File: config.mk
export PLATFORM = sky130hd
export DESIGN_NAME = instruction_fetch_buffer
export DESIGN_NICKNAME = d
export VERILOG_FILES = /design/src/rtl/sim_pkg.sv /design/src/rtl/fetch_fifo.sv /design/src/rtl/instruction_fetch_buffer.sv
export SDC_FILE = /design/constraint.sdc
export NUM_CORES = 1
export LEC_CHECK = 0
export CAP_MARGIN = 20
export CORE_MARGIN = 3
export CORE_UTILIZATION = 55
export DETAILED_ROUTE_END_ITERATION = 10
export PLACE_DENSITY = 0.9
export SLEW_MARGIN = 15
export SYNTH_ARGS = -nofsm -noshare
export SYNTH_HDL_FRONTEND = slang
export SYNTH_SLANG_ARGS = --single-unit
File: constraint.sdc
create_clock -name clk -period 4.29 [get_ports clk]
set_input_delay 1.0725 -clock clk [delete_from_list [all_inputs] [get_ports clk]]
set_output_delay 1.0725 -clock clk [all_outputs]
set_load 0.05 [all_outputs]
File: src/rtl/sim_pkg.sv
// sim_pkg: types and constants shared by the instruction fetch path.
//   instr_t       - one 32-bit MIPS instruction word
//   fetch_entry_t - a buffered instruction together with the PC it was fetched at
//   NOP_INSTR     - sll $0,$0,0, the canonical MIPS no-op
//   PC_STEP       - byte distance between consecutive sequential instructions
package sim_pkg;

    typedef logic [31:0] instr_t;

    typedef struct packed {
        instr_t      instruction;
        logic [31:0] pc;
    } fetch_entry_t;

    localparam instr_t      NOP_INSTR = 32'h0000_0000;
    localparam logic [31:0] PC_STEP   = 32'd4;

endpackage

File: src/rtl/fetch_fifo.sv
// fetch_fifo: circular buffer of fetch_entry_t with occupancy count.
// Ports:
//   clk, resetN - clock and asynchronous active-low reset
//   push        - write push_entry at the tail (ignored when full or flushing)
//   push_entry  - entry to write
//   pop         - drop the head entry (ignored when empty or flushing)
//   flush       - empty the buffer and rewind both pointers; beats push/pop
//   count       - number of valid entries, 0..DEPTH
//   head        - storage at the read pointer; only meaningful when count != 0
module fetch_fifo
    import sim_pkg::*;
#(
    parameter int unsigned DEPTH = 4
) (
    input  logic                     clk,
    input  logic                     resetN,
    input  logic                     push,
    input  fetch_entry_t             push_entry,
    input  logic                     pop,
    input  logic                     flush,
    output logic [$clog2(DEPTH):0]   count,
    output fetch_entry_t             head
);

    localparam int unsigned PtrW = $clog2(DEPTH);
    localparam logic [PtrW:0]   Full   = (PtrW + 1)'(DEPTH);
    localparam logic [PtrW:0]   CntOne = (PtrW + 1)'(1);
    localparam logic [PtrW-1:0] PtrOne = PtrW'(1);

    fetch_entry_t    mem_q [DEPTH];
    logic [PtrW-1:0] wr_ptr_q;
    logic [PtrW-1:0] rd_ptr_q;
    logic [PtrW:0]   count_q;
    logic            do_push;
    logic            do_pop;

    // Guarded locally too, so the buffer can never overwrite or underflow
    // regardless of what the caller does.
    assign do_push = push && !flush && (count_q != Full);
    assign do_pop  = pop && !flush && (count_q != '0);

    always_ff @(posedge clk or negedge resetN) begin
        if (!resetN) begin
            wr_ptr_q <= '0;
            rd_ptr_q <= '0;
            count_q  <= '0;
        end else if (flush) begin
            wr_ptr_q <= '0;
            rd_ptr_q <= '0;
            count_q  <= '0;
        end else begin
            if (do_push) begin
                wr_ptr_q <= wr_ptr_q + PtrOne;
            end
            if (do_pop) begin
                rd_ptr_q <= rd_ptr_q + PtrOne;
            end
            case ({do_push, do_pop})
                2'b10:   count_q <= count_q + CntOne;
                2'b01:   count_q <= count_q - CntOne;
                default: count_q <= count_q;
            endcase
        end
    end

    // Storage needs no reset: its contents are never observed while count is 0.
    always_ff @(posedge clk) begin
        if (do_push) begin
            mem_q[wr_ptr_q] <= push_entry;
        end
    end

    assign head  = mem_q[rd_ptr_q];
    assign count = count_q;

    count_in_range: assert property (@(posedge clk) disable iff (!resetN) count_q <= Full);

endmodule

File: src/rtl/instruction_fetch_buffer.sv
// instruction_fetch_buffer: receives the instruction stream over valid/ready,
// tags each word with its PC and presents the oldest one to decode.
// Ports:
//   clk, resetN                    - clock and asynchronous active-low reset
//   inValid, inInstruction, inReady - producer handshake
//   outValid, outInstruction, outPc, outReady - decode handshake (outReady low stalls)
//   flush, flushPc                 - discard everything; next accepted word gets flushPc
//   count                          - buffer occupancy
//   retired                        - instructions handed to decode since reset (wraps)
module instruction_fetch_buffer
    import sim_pkg::*;
#(
    parameter int unsigned DEPTH    = 4,
    parameter logic [31:0] RESET_PC = 32'h0000_0000,
    parameter instr_t      NOP      = NOP_INSTR
) (
    input  logic                   clk,
    input  logic                   resetN,
    input  logic                   inValid,
    input  logic [31:0]            inInstruction,
    output logic                   inReady,
    output logic                   outValid,
    output logic [31:0]            outInstruction,
    output logic [31:0]            outPc,
    input  logic                   outReady,
    input  logic                   flush,
    input  logic [31:0]            flushPc,
    output logic [$clog2(DEPTH):0] count,
    output logic [31:0]            retired
);

    localparam logic [$clog2(DEPTH):0] Full = ($clog2(DEPTH) + 1)'(DEPTH);

    logic         push_fire;
    logic         pop_fire;
    fetch_entry_t push_entry;
    fetch_entry_t head;
    logic [31:0]  pc_next_q;
    logic [31:0]  retired_q;

    // Readiness depends only on registered occupancy: a pop this cycle does not
    // free a slot for a push in the same cycle.
    assign inReady   = (count != Full) && !flush;
    assign outValid  = (count != '0);
    assign push_fire = inValid && inReady;
    assign pop_fire  = outValid && outReady && !flush;

    assign push_entry = '{instruction: inInstruction, pc: pc_next_q};

    fetch_fifo #(
        .DEPTH (DEPTH)
    ) u_fifo (
        .clk        (clk),
        .resetN     (resetN),
        .push       (push_fire),
        .push_entry (push_entry),
        .pop        (pop_fire),
        .flush      (flush),
        .count      (count),
        .head       (head)
    );

    always_ff @(posedge clk or negedge resetN) begin
        if (!resetN) begin
            pc_next_q <= RESET_PC;
            retired_q <= '0;
        end else begin
            if (flush) begin
                pc_next_q <= flushPc;
            end else if (push_fire) begin
                pc_next_q <= pc_next_q + PC_STEP;
            end
            if (pop_fire) begin
                retired_q <= retired_q + 32'd1;
            end
        end
    end

    assign retired = retired_q;

    // Decode sees a harmless no-op at PC 0 rather than stale storage.
    always_comb begin
        outInstruction = NOP;
        outPc          = '0;
        if (outValid) begin
            outInstruction = head.instruction;
            outPc          = head.pc;
        end
    end

endmodule

==> reports/qor.yml <==
status: "complete, no violations"
synth_top_family_by_area: "multiplexers"
die_area_um2: 26400
dp_hpwl_um: 17600
dr.pass1.iters: 7
die_h_um: 163
rows: 56
cellPowerDensity_nw_per_um2: 570
yosys_warnings: 0
postCtsResizedCells: 0
grt.overflow.total: 0
drt_iter0_drc: 656
synth.mux.area_fraction: 0.112
syn_nets: 885
cts_hold_buf: 0
grt_max_degree: 66
syn_inst: 809
grt_pass1_wl_um: 45300
power.leakage_nw: 5.67
synthAdderAreaFrac: 0.00706
seq_area_frac_synth: 0.702
placement.io_buffers: 169
period_share: 0.936
via_per_inst: 5.89
core-area_um2: 23800
cts_tree: "yes"
synth_edf_count: 256
drc: 0
drive_gt1_frac: 0.147
rsz0062_at_grt: "false"
path_max_fanout: 65
track_usage: 0.220
fin_crit_ns: 4.01
setup_violations: 0
synth_top_area_share: 0.570
wl_per_cell_um: 21.3
final_core_util: 0.708
clock_sinks: 327
htreeDepth: 2
r2r_cells: 5
cts_buffer_depth: 3
synth_xor_area_frac: 0.0273
gp_congestion: 0.865
fmax_mhz: 249
synth.area.top_cells: "edfxtp_1, dfrtp_1, mux4_2, and2_1, xnor2_1"
power.total_mw: 9.59
ios: 170
syn_avg_cell_area_um2: 16.7
setup_tns_ns: 0
wl_um: 28500
synth-simple-area-share: 0.110
antenna_found_initial: 1
end_kind: "output pin"
insertion_delay_ns: 0.51
synth_compound_area_frac: 0.0278
hold_violations: 0
via_count: 7876
required_ns: 3.22
final_common_cell: "edfxtp_1"
worstMarginPinSlew_ns: 0.925
cts_buffers: 34
arrival_ns: 2.94
critPathKind: "reg -> out"
postRouteAntennaNets: 0
nets: 1068
worstHoldPathType: "in -> async"
skew_ns: 0.0135
cap_viol_max_count: 0
synth_cell_types: 50
area_delta_synth_final_pct: 24.8
initial_core_util: 0.567
relSlewSlack: 0.383
yosys.area.top_type: "edfxtp_1"
path_clk_slew_ns: 0.06
synthFlopType: "edfxtp_1"
drv_slew: 0
layout_common_cells: "edfxtp_1, clkdlybuf4s50_1, and2_1, dfrtp_1, mux4_2"
die_width_um: 163
synth_seq_cells: 327
post-cts-setup-buffers: 0
grt_pass1_vias: 8088
async_flop_share: 0.217
cts-root-buf: "clkbuf_16"
crit_path_start_kind: "flip-flop"
ir_drop_uv: 446
syn_area_um2: 13500
==> synth_stat cells, types with 7 or more instances <==
| library cell | instances |
|---|---|
| nor4_1 | 9 |
| nor3_1 | 10 |
| nand2_1 | 32 |
| nand3_1 | 31 |
| o21ai_0 | 16 |
| or4_1 | 10 |
| o31ai_1 | 10 |
| edfxtp_1 | 256 |
| dfrtp_1 | 71 |
| xnor2_1 | 36 |
| and4_1 | 7 |
| and3_1 | 9 |
| inv_1 | 9 |
| buf_2 | 8 |
| mux4_2 | 64 |
| nor2_1 | 27 |
| a31oi_1 | 11 |
| and2_1 | 73 |
| clkbuf_1 | 29 |
| nand4_1 | 28 |
==> stage by stage <==
| step | hold WS [ns] | cells | instance area [µm²] | worst slack (ns) |
|---|---|---|---|---|
| final | 0.473 | 1337 | 16800 | 0.275 |
| after global routing | 0.490 | 1336 | 16800 | 0.131 |
| after CTS | 0.465 | 1336 | 16800 | 0.218 |
| after detailed placement | 0.462 | 1275 | 15600 | 0.742 |
| after global placement | 0.472 | 1275 | 15600 | 0.823 |
| after floorplan | 0.472 | 809 | 13500 | 0.694 |
==> flip-flops by register name, indices dropped and copies added (netlist names) <==
signal / count
u_fifo.rd_ptr_q: 2
u_fifo.wr_ptr_q: 2
u_fifo.mem_q: 256
u_fifo.count: 3
retired: 32
pc_next_q: 32
==> logic make-up after synthesis <==
kind of cell,Yosys count
XOR/XNOR,42
buffers and inverters,48
flip-flops,327
multiplexers,70
AND/OR/NAND/NOR,259
adder cells (fa/ha/maj),7
AO/OA/AOI/OAI,56
==> critical path, cell delays in order (launching register included) <==
cell and delay (ns):
dfrtp_1 0.46, or3_2 0.92, and2_1 0.32, clkdlybuf4s50_1 0.70
==> power breakdown <==
group / internal [mW] / leakage (nW) / switching (mW)
Sequential: 3.64 / 3.22 / 0.151
Combinational: 1.07 / 1.87 / 1.72
Clock: 1.84 / 0.576 / 1.17
Total: 6.55 / 5.67 / 3.04
==> cell type report <==
class                      instances  area [µm²]
sequential                       327        9470
timing repair buffer             186        1910
antenna                            1        2.50
clock buffer                      45        1010
inverter                           9        33.8
multi-input combinational        434        3830
fill                            1413        6940
clock inverter                    16         164
tap                              319         399
==> metal layers <==
metal	GRT usage	vias up	wire length, µm
li1	-	3538	-
met2	0.355	347	14100
met1	0.310	3955	11700
met3	0.0542	36	2320
met4	0.0527	0	396
met5	0	-	0
==> final timing paths <==
path / startpoint / end / slack (ns)
min: resetN / u_fifo.count[1] / 0.47
max in group asynchronous: resetN / u_fifo.rd_ptr_q[0] / 3.10
min reg2reg: retired[31] / retired[31] / 0.48
max reg2reg: u_fifo.count[0] / u_fifo.mem_q[0][21] / 1.72
min in group clk: retired[31] / retired[31] / 0.48
max: u_fifo.count[0] / outInstruction[21] / 0.28
No activity file was read; power rests on OpenSTA's default activity.
